--- config.mk ---
export PLATFORM = sky130hd
export DESIGN_NAME = unit_input_buf_flat
export DESIGN_NICKNAME = d
export VERILOG_FILES = /design/src/rtl/unit_input_buf_if.sv /design/src/rtl/unit_input_buf.sv /design/src/flat_wrapper.sv
export SDC_FILE = /design/constraint.sdc
export NUM_CORES = 2
export LEC_CHECK = 0
export ABC_CLOCK_PERIOD_IN_PS = 6700
export CAP_MARGIN = 10
export CORE_MARGIN = 2
export CORE_UTILIZATION = 60
export CTS_CLUSTER_SIZE = 14
export DETAILED_ROUTE_END_ITERATION = 10
export PLACE_DENSITY_LB_ADDON = 0.08
export SYNTH_ARGS = -nofsm -noshare
export SYNTH_HDL_FRONTEND = slang
export SYNTH_SLANG_ARGS = --single-unit
--- constraint.sdc ---
create_clock -name clk_i -period 6.7 [get_ports clk_i]
set_clock_uncertainty 0.1 [all_clocks]
set_input_delay 1.005 -clock clk_i [delete_from_list [all_inputs] [get_ports clk_i]]
set_output_delay 1.005 -clock clk_i [all_outputs]
set_load 0.01 [all_outputs]
--- src/rtl/unit_input_buf_if.sv ---
// Arbiter-to-unit byte stream, flow control and core bank-read port for one unit_input_buf.
// master = arbiter/core side, slave = the input buffer.
interface unit_input_buf_if #(
   parameter int PKT_WORDS = 26
);
   localparam int AW = $clog2(PKT_WORDS);

   logic [7:0]    in_dat;
   logic          in_ctrl;
   logic          wr_en;
   logic          afull;
   logic          ready;
   logic [4:0]    init_dout;
   logic          init_valid;
   logic          bank_valid;
   logic          rd_en;
   logic [AW-1:0] rd_addr;
   logic [31:0]   dout;
   logic          bank_done;
   logic          err;

   modport master (
      output in_dat, in_ctrl, wr_en, rd_en, rd_addr, bank_done,
      input  afull, ready, init_dout, init_valid, bank_valid, dout, err
   );

   modport slave (
      input  in_dat, in_ctrl, wr_en, rd_en, rd_addr, bank_done,
      output afull, ready, init_dout, init_valid, bank_valid, dout, err
   );
endinterface

--- src/rtl/unit_input_buf.sv ---
// Unit receive stage: byte FIFO -> packet parser -> two 32-bit word banks read by the core.
// Read data 1 cycle after rd_en; core reads stall the parser; afull/ready throttle the arbiter.
module unit_input_buf #(
   parameter int WORD_MAX_LEN = 64,
   parameter int PKT_WORDS    = (WORD_MAX_LEN + 40) / 4,
   parameter int FIFO_DEPTH   = 16
) (
   input logic             clk_i,
   input logic             rst_n_i,
   unit_input_buf_if.slave bus
);
   localparam int FAW = $clog2(FIFO_DEPTH);
   localparam int CW  = FAW + 1;
   localparam int BCW = $clog2(4 * PKT_WORDS + 1);
   localparam int MAW = $clog2(2 * PKT_WORDS);
   localparam int AW  = $clog2(PKT_WORDS);
   localparam logic [BCW-1:0] BC_MIN_LAST = BCW'(43);
   localparam logic [BCW-1:0] BC_MAX_LAST = BCW'(4 * PKT_WORDS - 1);

   typedef enum logic [1:0] {S_IDLE, S_DATA, S_SKIP} state_e;

   logic [8:0]     fifo_q [FIFO_DEPTH];
   logic [31:0]    mem_q  [2 * PKT_WORDS];
   logic [CW-1:0]  wr_ptr_q, rd_ptr_q;
   logic           afull_q, ready_q, err_q, init_valid_q;
   logic [4:0]     init_dout_q;
   logic [31:0]    dout_q, pack_q;
   logic [1:0]     res_q, full_q;
   state_e         state_q;
   logic [BCW-1:0] bc_q;
   logic           pend_q, pend_last_q, pend_bank_q, wbank_q, rbank_q;
   logic [MAW-1:0] pend_addr_q;

   logic [CW-1:0]  fifo_cnt, cnt_d;
   logic           fifo_full, fifo_empty, push, ovf, pop, wr_commit;
   logic           hd_ctrl, end_ok, abort, done_ok, hdr_in, res_err;
   logic [7:0]     hd_byte;
   logic [31:0]    pack_d;
   logic [1:0]     res_d;
   logic [MAW-1:0] waddr, raddr;
   int             res_calc;

   always_comb begin
      fifo_cnt   = wr_ptr_q - rd_ptr_q;
      fifo_full  = (fifo_cnt == CW'(FIFO_DEPTH));
      fifo_empty = (fifo_cnt == '0);
      push       = bus.wr_en & ~fifo_full;
      ovf        = bus.wr_en & fifo_full;
      // A held word blocked by a core read keeps the parser from popping.
      wr_commit  = pend_q & ~bus.rd_en;
      pop        = ~fifo_empty & (~pend_q | ~bus.rd_en);
      cnt_d      = fifo_cnt + CW'(push) - CW'(pop);
      {hd_ctrl, hd_byte} = fifo_q[rd_ptr_q[FAW-1:0]];

      pack_d = pack_q;
      pack_d[{bc_q[1:0], 3'b000} +: 8] = hd_byte;
      end_ok = (bc_q[1:0] == 2'd3) && (bc_q >= BC_MIN_LAST) && (bc_q <= BC_MAX_LAST);
      abort  = pop && (state_q == S_DATA) && (hd_ctrl ? ~end_ok : (bc_q == BC_MAX_LAST));
      waddr  = (wbank_q ? MAW'(PKT_WORDS) : '0) + MAW'(bc_q >> 2);
      raddr  = (rbank_q ? MAW'(PKT_WORDS) : '0) + MAW'(bus.rd_addr);

      done_ok  = bus.bank_done & full_q[rbank_q];
      hdr_in   = bus.wr_en & bus.in_ctrl & (bus.in_dat == 8'h00);
      res_calc = int'(res_q) + int'(hdr_in) - int'(done_ok) - int'(abort);
      res_err  = 1'b0;
      if (res_calc > 2) begin
         res_d   = 2'd2;
         res_err = 1'b1;
      end else if (res_calc < 0) begin
         res_d = 2'd0;
      end else begin
         res_d = 2'(res_calc);
      end
   end

   always_ff @(posedge clk_i) begin
      if (push)
         fifo_q[wr_ptr_q[FAW-1:0]] <= {bus.in_ctrl, bus.in_dat};
      if (wr_commit)
         mem_q[pend_addr_q] <= pack_q;
   end

   always_ff @(posedge clk_i or negedge rst_n_i) begin
      if (!rst_n_i) begin
         wr_ptr_q     <= '0;
         rd_ptr_q     <= '0;
         afull_q      <= 1'b0;
         ready_q      <= 1'b1;
         err_q        <= 1'b0;
         init_valid_q <= 1'b0;
         init_dout_q  <= '0;
         dout_q       <= '0;
         pack_q       <= '0;
         res_q        <= '0;
         full_q       <= '0;
         state_q      <= S_IDLE;
         bc_q         <= '0;
         pend_q       <= 1'b0;
         pend_last_q  <= 1'b0;
         pend_bank_q  <= 1'b0;
         pend_addr_q  <= '0;
         wbank_q      <= 1'b0;
         rbank_q      <= 1'b0;
      end else begin
         init_valid_q <= 1'b0;
         if (push)
            wr_ptr_q <= wr_ptr_q + 1'b1;
         if (pop)
            rd_ptr_q <= rd_ptr_q + 1'b1;
         afull_q <= (cnt_d >= CW'(FIFO_DEPTH - 4));
         res_q   <= res_d;
         ready_q <= (res_d != 2'd2);
         if (ovf | res_err | (bus.bank_done & ~full_q[rbank_q]))
            err_q <= 1'b1;

         if (bus.rd_en && (bus.rd_addr < AW'(PKT_WORDS)))
            dout_q <= mem_q[raddr];

         // A bank only becomes visible once its last word is in memory.
         if (wr_commit) begin
            pend_q <= 1'b0;
            if (pend_last_q)
               full_q[pend_bank_q] <= 1'b1;
         end
         if (done_ok) begin
            full_q[rbank_q] <= 1'b0;
            rbank_q         <= ~rbank_q;
         end

         if (pop) begin
            case (state_q)
               S_IDLE: begin
                  if (hd_ctrl && hd_byte == 8'h00) begin
                     if (full_q[wbank_q]) begin
                        err_q   <= 1'b1;
                        state_q <= S_SKIP;
                     end else begin
                        state_q <= S_DATA;
                        bc_q    <= '0;
                     end
                  end else if (hd_ctrl && hd_byte[2:0] == 3'b001) begin
                     init_dout_q  <= hd_byte[7:3];
                     init_valid_q <= 1'b1;
                  end else begin
                     err_q <= 1'b1;
                  end
               end
               S_DATA: begin
                  pack_q <= pack_d;
                  bc_q   <= bc_q + 1'b1;
                  if (hd_ctrl) begin
                     state_q <= S_IDLE;
                     if (end_ok) begin
                        pend_q      <= 1'b1;
                        pend_last_q <= 1'b1;
                        pend_addr_q <= waddr;
                        pend_bank_q <= wbank_q;
                        wbank_q     <= ~wbank_q;
                     end else begin
                        err_q <= 1'b1;
                     end
                  end else if (bc_q == BC_MAX_LAST) begin
                     err_q   <= 1'b1;
                     state_q <= S_SKIP;
                  end else if (bc_q[1:0] == 2'd3) begin
                     pend_q      <= 1'b1;
                     pend_last_q <= 1'b0;
                     pend_addr_q <= waddr;
                  end
               end
               S_SKIP: begin
                  if (hd_ctrl)
                     state_q <= S_IDLE;
               end
               default: state_q <= S_IDLE;
            endcase
         end
      end
   end

   assign bus.afull      = afull_q;
   assign bus.ready      = ready_q;
   assign bus.init_dout  = init_dout_q;
   assign bus.init_valid = init_valid_q;
   assign bus.bank_valid = full_q[rbank_q];
   assign bus.dout       = dout_q;
   assign bus.err        = err_q;
endmodule

--- src/flat_wrapper.sv ---
// flat-port wrapper written by rule: the top's interface ports become plain ports
module unit_input_buf_flat 
#(
   parameter int WORD_MAX_LEN = 64,
   parameter int PKT_WORDS    = (WORD_MAX_LEN + 40) / 4,
   parameter int FIFO_DEPTH   = 16
)
  (clk_i, rst_n_i, bus_in_dat, bus_in_ctrl, bus_wr_en, bus_rd_en, bus_rd_addr, bus_bank_done, bus_afull, bus_ready, bus_init_dout, bus_init_valid, bus_bank_valid, bus_dout, bus_err);
  unit_input_buf_if #(.PKT_WORDS(PKT_WORDS)) bus_i ();
  input logic clk_i;
  input logic rst_n_i;
  input wire logic [$bits(bus_i.in_dat)-1:0] bus_in_dat;
  input wire logic [$bits(bus_i.in_ctrl)-1:0] bus_in_ctrl;
  input wire logic [$bits(bus_i.wr_en)-1:0] bus_wr_en;
  input wire logic [$bits(bus_i.rd_en)-1:0] bus_rd_en;
  input wire logic [$bits(bus_i.rd_addr)-1:0] bus_rd_addr;
  input wire logic [$bits(bus_i.bank_done)-1:0] bus_bank_done;
  output wire logic [$bits(bus_i.afull)-1:0] bus_afull;
  output wire logic [$bits(bus_i.ready)-1:0] bus_ready;
  output wire logic [$bits(bus_i.init_dout)-1:0] bus_init_dout;
  output wire logic [$bits(bus_i.init_valid)-1:0] bus_init_valid;
  output wire logic [$bits(bus_i.bank_valid)-1:0] bus_bank_valid;
  output wire logic [$bits(bus_i.dout)-1:0] bus_dout;
  output wire logic [$bits(bus_i.err)-1:0] bus_err;
  assign bus_i.in_dat = bus_in_dat;
  assign bus_i.in_ctrl = bus_in_ctrl;
  assign bus_i.wr_en = bus_wr_en;
  assign bus_i.rd_en = bus_rd_en;
  assign bus_i.rd_addr = bus_rd_addr;
  assign bus_i.bank_done = bus_bank_done;
  assign bus_afull = bus_i.afull;
  assign bus_ready = bus_i.ready;
  assign bus_init_dout = bus_i.init_dout;
  assign bus_init_valid = bus_i.init_valid;
  assign bus_bank_valid = bus_i.bank_valid;
  assign bus_dout = bus_i.dout;
  assign bus_err = bus_i.err;
  unit_input_buf #(.WORD_MAX_LEN(WORD_MAX_LEN), .PKT_WORDS(PKT_WORDS), .FIFO_DEPTH(FIFO_DEPTH)) u_core (.clk_i(clk_i), .rst_n_i(rst_n_i), .bus(bus_i));
endmodule
After elaboration in Yosys (flattened, before gate mapping)
Memories as Yosys holds them, arrays and structs flattened. A register that Yosys moved wholly into a read port is not among the register bits.
Index checks and enable logic that the tools add are counted.
{"block": "totals", "regBits": 75, "ramBits": 1808, "inputBits": 19, "wordCells": 162, "mem_count": 2}
{"memory": "u_core.mem_q", "words": 52, "width": 32, "rd": 1, "rd_clocked_by_memory_dff": 1, "wr": 1, "line_no": "unit_input_buf.sv:23", "text": "logic [31:0] mem_q [2 * PKT_WORDS];"}
{"memory": "u_core.fifo_q", "words": 16, "width": 9, "rd": 1, "rd_clocked_by_memory_dff": 0, "wr": 1, "line_no": "unit_input_buf.sv:22", "text": "logic [8:0] fifo_q [FIFO_DEPTH];"}
{"block": "classes", "n_addsub": 12, "order_cmp": 11, "n_eq_ne": 13, "shifts": 2, "mux": 59, "bitwise_logic": 23, "reduce_logical": 22}
{"operator": "32-bit by 2-bit subtractor with 32-bit output", "count": 2}
{"operator": "1-bit two-way mux", "count": 35}
{"operator": "32-bit bitwise mux", "count": 1}
{"operator": "32-bit by 3-bit > comparator with 1-bit output (second input constant)", "count": 1}
{"operator": "32-bit by 1-bit less-than comparator with 1-bit output (second input constant)", "count": 1}
{"operator": "8-bit by 7-bit variable shift with 32-bit output (first input constant)", "count": 1}
{"operator": "8-bit by 7-bit indexed part select with 32-bit output", "count": 1}
{"operator": "6-bit two-way mux", "count": 4}
{"operator": "2-bit two-way mux", "count": 10}
{"operator": "8-bit logical NOT", "count": 2}
{"operator": "4-bit AND reduction", "count": 4}
{"operator": "7-bit two-way mux", "count": 2}
{"operator": "7-bit case mux with 2 select lines", "count": 1}
{"operator": "6-bit by 5-bit adder with 6-bit output", "count": 2}
{"operator": "5-bit by 1-bit adder with 5-bit output (second input constant)", "count": 2}
{"operator": "5-bit two-way mux", "count": 2}
{"operator": "1-bit logical AND", "count": 9}
{"operator": "1-bit NOT", "count": 9}
{"operator": "1-bit AND", "count": 8}
{"operator": "7-bit by 1-bit adder with 7-bit output (second input constant)", "count": 1}
{"operator": "7-bit == test (second input constant)", "count": 1}
{"operator": "7-bit by 6-bit greater-or-equal comparator with 1-bit output (second input constant)", "count": 1}
{"operator": "7-bit <= comparator (second input constant)", "count": 1}
{"operator": "5-bit negation with 7-bit output", "count": 1}
{"operator": "28 further kinds", "count": 40}

Depth between registers and ports, before layout
{"block": "logic_depth", "ltp_word": 16, "mapped_depth": 23, "depth_no_buf": 22}

Worst setup path before layout
No wires, ideal clock.
{"block": "synth_timing", "path_kind": "register to register", "startpoint": "reg u_core.rd_ptr_q[1]", "endpoint": "reg u_core.err_q (netlist: u_core.bus.err)", "setup_time_ps": 124, "t_arrival_ps": 4487, "path_slack_ps": 1990, "path_stages_with_launch": 22, "n_path_buf": 3, "cell_sequence": "dfrtp_1 > buf_4 > buf_2 > inv_1 > ha_1 > a21o_1 > a21oi_1 > xor2_1 > ha_1 > and3b_1 > nand4_1 > nand4_1 > clkbuf_1 > or2_2 > fa_1 > fa_1 > nor2_1 > a21oi_1 > o21ai_0 > o211ai_1 > a31o_2 > a211o_1"}
{"block": "synth_between", "elab_chain_cells": 16, "elab_cells_between_ends": 28}
{"element": "start: declaration", "line_no": "unit_input_buf.sv:24", "text": "logic [CW-1:0] wr_ptr_q, rd_ptr_q;"}
{"element": "start signal: assignment", "line_no": "unit_input_buf.sv:109", "text": "rd_ptr_q <= rd_ptr_q + 1'b1;"}
{"element": "5-bit subtractor", "line_no": "unit_input_buf.sv:44", "text": "fifo_cnt = wr_ptr_q - rd_ptr_q;"}
{"element": "5-bit logical NOT", "line_no": "unit_input_buf.sv:46", "text": "fifo_empty = (fifo_cnt == '0);"}
{"element": "1-bit NOT", "line_no": "unit_input_buf.sv:51", "text": "pop = ~fifo_empty & (~pend_q | ~bus.rd_en);"}
{"element": "1-bit AND", "line_no": "unit_input_buf.sv:51"}
{"element": "1-bit logical AND (2 in a row)", "line_no": "unit_input_buf.sv:58", "text": "abort = pop && (state_q == S_DATA) && (hd_ctrl ? ~end_ok : (bc_q == BC_MAX_LAST));"}
{"element": "32-bit by 2-bit subtractor with 32-bit output", "line_no": "unit_input_buf.sv:64", "text": "res_calc = int'(res_q) + int'(hdr_in) - int'(done_ok) - int'(abort);"}
{"element": "32-bit by 3-bit > comparator with 1-bit output", "line_no": "unit_input_buf.sv:66", "text": "if (res_calc > 2) begin"}
{"element": "1-bit two-way mux", "line_no": "unit_input_buf.sv:66"}
{"element": "1-bit bitwise OR (2 in a row)", "line_no": "unit_input_buf.sv:113", "text": "if (ovf | res_err | (bus.bank_done & ~full_q[rbank_q]))"}
{"element": "1-bit two-way mux", "line_no": "unit_input_buf.sv:113"}
{"element": "1-bit two-way mux, on equally long branches"}
{"element": "1-bit two-way mux, on equally long branches", "line_no": "unit_input_buf.sv:151, unit_input_buf.sv:133"}
{"element": "1-bit case mux with 2 select lines", "line_no": "unit_input_buf.sv:131", "text": "case (state_q)"}
{"element": "1-bit two-way mux *", "line_no": "unit_input_buf.sv:130", "text": "if (pop) begin"}
{"element": "end signal: assignment", "line_no": "unit_input_buf.sv:135", "text": "err_q <= 1'b1;"}
{"element": "end signal: assignment", "line_no": "unit_input_buf.sv:160", "text": "err_q <= 1'b1;"}
{"element": "end signal: assignment", "line_no": "unit_input_buf.sv:163", "text": "err_q <= 1'b1;"}
{"element": "end: declaration", "line_no": "unit_input_buf.sv:25", "text": "logic afull_q, ready_q, err_q, init_valid_q;"}
Every way passes the cells marked *; elsewhere a longest branch is shown, timed or not.
A chain may end at the register's enable or synchronous reset.

Final worst setup path
{"block": "layout_timing", "startpoint": "reg u_core.rd_ptr_q[3]", "endpoint": "reg u_core.err_q (netlist: u_core.bus.err)"}
The elaborated chain is that of the path after synthesis.

==> summary.txt <==
Status
  • Status: completed

Final layout
  • Fin area: roughly 83000 um2
  • Fraction of layout cells with a size suffix above 1: between 20 and 30%
  • Final #Nets: ~3500
  • Area Overhead vs Synth: 12.8%
  • N_diodes: 0
  • Post-Layout Cell Count: around 5300

Place
  • Placed wire-length estimate: a little under 100000 um
  • Port Buf Inserts: 60
  • Final Wtd Congestion: 0.867
  • Dpl cells: roughly 4900
  • Dpl cell area: slightly below 80000 um2

Power
  • PD cells: ~350 nW/um2
  • Leak pwr: 0.0299 uW
  • Max VDD drop: between 300 and 400 uV

Timing
  • Relative slew margins: 16.7%
  • Slew @ Worst Pin: 1.24 ns
  • Max Slew Vio Count: 0
  • WHS: around 0.046 ns
  • Final critical-path required period: 5.19 ns
  • Setup Total Neg Slack: 0 ns
  • Hold Vio Cnt, Final: 0
  • RSZ-0062 raised after global routing: no
  • Fmax: between 0.15 and 0.2 GHz
  • Final setup viols: 0
  • Final Cycle Share: between 70% and 80%

Detailed routing
  • First-iteration detailed-routing DRC count: roughly 4400
  • Detail Route Antenna Nets: 0
  • Drt pass-1 iters: 6
  • DRC violation count after routing: 0
  • Via count: between 30000 and 40000
  • WL/cell: about 33 um
  • Routed wire length: roughly 170000 um
  • Vias per cell: 6.66

Floorplan
  • Initial Util: 60.6%
  • Row count: 128
  • Die area: 126000 um2
  • Top Ports: a little over 60
  • Die H: roughly 360 um
  • Die span in x: ~360 um
  • Core Region: around 120000 um2

Logic synthesis
  • Cell taking the most area after synthesis: edfxtp_1
  • Syn Inst Count: around 3300
  • Sequential-to-total area share from yosys stat: 77.0%
  • Post-Syn Area: between 70000 and 80000 um2
  • Synth Register Bits: roughly 1900
  • Leading cell type by number of instances after synthesis: edfxtp_1
  • Library cells used by synthesis: 67
  • Net Count, Synth: between 3000 and 4000
  • Fraction of registers with async set/reset: ~5.6%
  • Post-synth EDFFs: 1808
  • Avg Synthesized Cell Area: 22.6 um2
  • Top cell type's share of synthesized area: approximately three quarters
  • Top cells by count, synth: 1808 x edfxtp_1, 537 x mux4_2, 133 x nand2_1
  • YS warnings: 0
  • Largest cells by area after synthesis: edfxtp_1 73%, mux4_2 16%, dfrtp_1 3.6%
  • Post-synth top flop: edfxtp_1

Worst setup path
  • Worst R2R End: u_core.bus.err
  • Reg2reg path depth: 16
  • Worst setup SP type: flop
  • Worst r2r src: u_core.rd_ptr_q[3]
  • CP Class: reg2reg
  • CP endpoint kind: flop
  • Reg-to-reg setup timing slack: between 1.5 and 2 ns
  • Worst Path Max Fanout: 14
  • Req. time, crit path: roughly 7.3 ns
  • CP arrival: between 5 and 6 ns

Global route
  • Global-route wire length before repair: between 200000 and 300000 um
  • GRT Util Overall: roughly 28%
  • Vias in the first global route: 36200
  • GRT overflow: 0
  • Largest net degree at the start of global routing: between 80 and 90
  • Initial antenna violation count: 1

CTS
  • Reg clk slew, reported paths: roughly 0.060 ns
  • Total CTS buffers: 185
  • CTS tree: yes
  • Clock Path Buffers: 3
  • Clock sinks: between 1500 and 2000
  • Root Buffer: clkbuf_16
  • Max H-tree Level: 4
  • Skew-Pair Late Insertion Delay: ~0.8 ns
  • CTS resizes: 0
  • Post-CTS Hold Fix Bufs: 0
  • Post-CTS setup repair buffer count: 0

Hold path
  • HP Class: in2async

Job
  • Max-cap check violation count: 0
-- routing by layer --
metal  vias to the layer above  share of wire (%)  routed length [um]  global-route usage, %
met2                      1626                 50               86300                   45.3
li1                      14200                  -                   -                      -
met3                       250                7.2               12500                   4.11
met4                         0                2.9                5010                   9.14
met5                         -                  0                   0                      0
met1                     19000                 40               69600                   41.0
-- area by class of cell --
class | instances | area [um2]
inverter | 33 | 124
clock inverter | 91 | 683
timing repair buffer | 192 | 1800
tap | 1625 | 2030
sequential | 1915 | 57000
clock buffer | 255 | 5160
multi-input combinational | 1158 | 16700
fill | 7472 | 38600
-- sequential cells by signal (all words and copies together) (netlist names) --
name,count
u_core.mem_q,1664
u_core.fifo_q,144
u_core.bus.dout,32
u_core.pack_q,32
u_core.bc_q,7
u_core.pend_addr_q,6
u_core.bus.init_dout,5
u_core.rd_ptr_q,5
u_core.wr_ptr_q,5
u_core.full_q,2
u_core.res_q,2
u_core.state_q,2
u_core.bus.afull,1
u_core.bus.err,1
u_core.bus.init_valid,1
u_core.bus.ready,1
u_core.pend_bank_q,1
u_core.pend_last_q,1
u_core.pend_q,1
u_core.rbank_q,1
u_core.wbank_q,1
-- how the worst max path moves through the flow --
stage	from	endpoint	slack (ns)	cells after the start
2_1_floorplan	u_core.rd_ptr_q[1]	u_core.bus.err	1.99	21
4_1_cts	u_core.rd_ptr_q[3]	u_core.bus.err	1.53	16
3_5_place_dp	bus_in_dat[3]	u_core.bus.err	1.43	12
6_report	u_core.rd_ptr_q[3]	u_core.bus.err	1.51	16
3_3_place_gp	bus_in_dat[3]	u_core.bus.err	1.42	12
5_1_grt	u_core.rd_ptr_q[3]	u_core.bus.afull	1.18	19
-- per-stage QoR --
| step | utilization (%) | worst slack [ns] | total power [uW] |
|---|---|---|---|
| final | 68.4 | 1.51 | 28900 |
| after global routing | 68.4 | 1.18 | 29900 |
| after CTS | 68.4 | 1.53 | 29100 |
| after detailed placement | 63.6 | 1.43 | 19200 |
| after global placement | 63.5 | 1.42 | 19100 |
| after floorplan | - | 1.99 | 17200 |
-- cell families (layout without fill, tap and decap cells) --
kind of cell	count (synthesis)	count (layout)	synth area share, %
DFF	1915	1915	77.0
xor gates and xnor gates	20	20	0.237
muxes	611	611	17.5
AOI/OAI and AO/OA	196	196	1.61
buffers and inverters	196	571	1.13
and+or+nand+nor	294	294	1.82
adders and majority gates	37	37	0.676
-- placed cells by master, fill, tap and decap left out, types with 32 or more instances in the layout --
master           count
edfxtp_1          1808
mux2i_1             57
buf_4              115
o21ai_0             44
mux4_2             537
inv_1               32
o31ai_1             36
clkinv_2            36
clkdlybuf4s50_1     58
nand2_1            133
clkbuf_16          192
clkinv_1            33
clkbuf_1            51
a21oi_1             74
nor2_4              52
dfrtp_1            104
-- worst max-delay path: stages, from the launching register on --
cell and delay, ns:
dfrtp_1 0.66, inv_1 0.38, ha_1 0.44, xor2_1 0.22
ha_1 0.24, and3b_1 0.20, nand4_1 0.12, nand4_1 0.45
or2_2 0.48, fa_1 0.43, fa_1 0.51, nor2_1 0.10
a21oi_1 0.07, o21ai_0 0.14, o211ai_1 0.11, a31o_2 0.22
a211o_1 0.22
-- report_power, final --
part | internal [uW] | total [uW] | switching (uW)
combinational | 1990 | 5130 | 3140
clock | 5690 | 10000 | 4310
sequential | 13500 | 13800 | 289
Note: power is estimated with default switching activity, not from simulation.
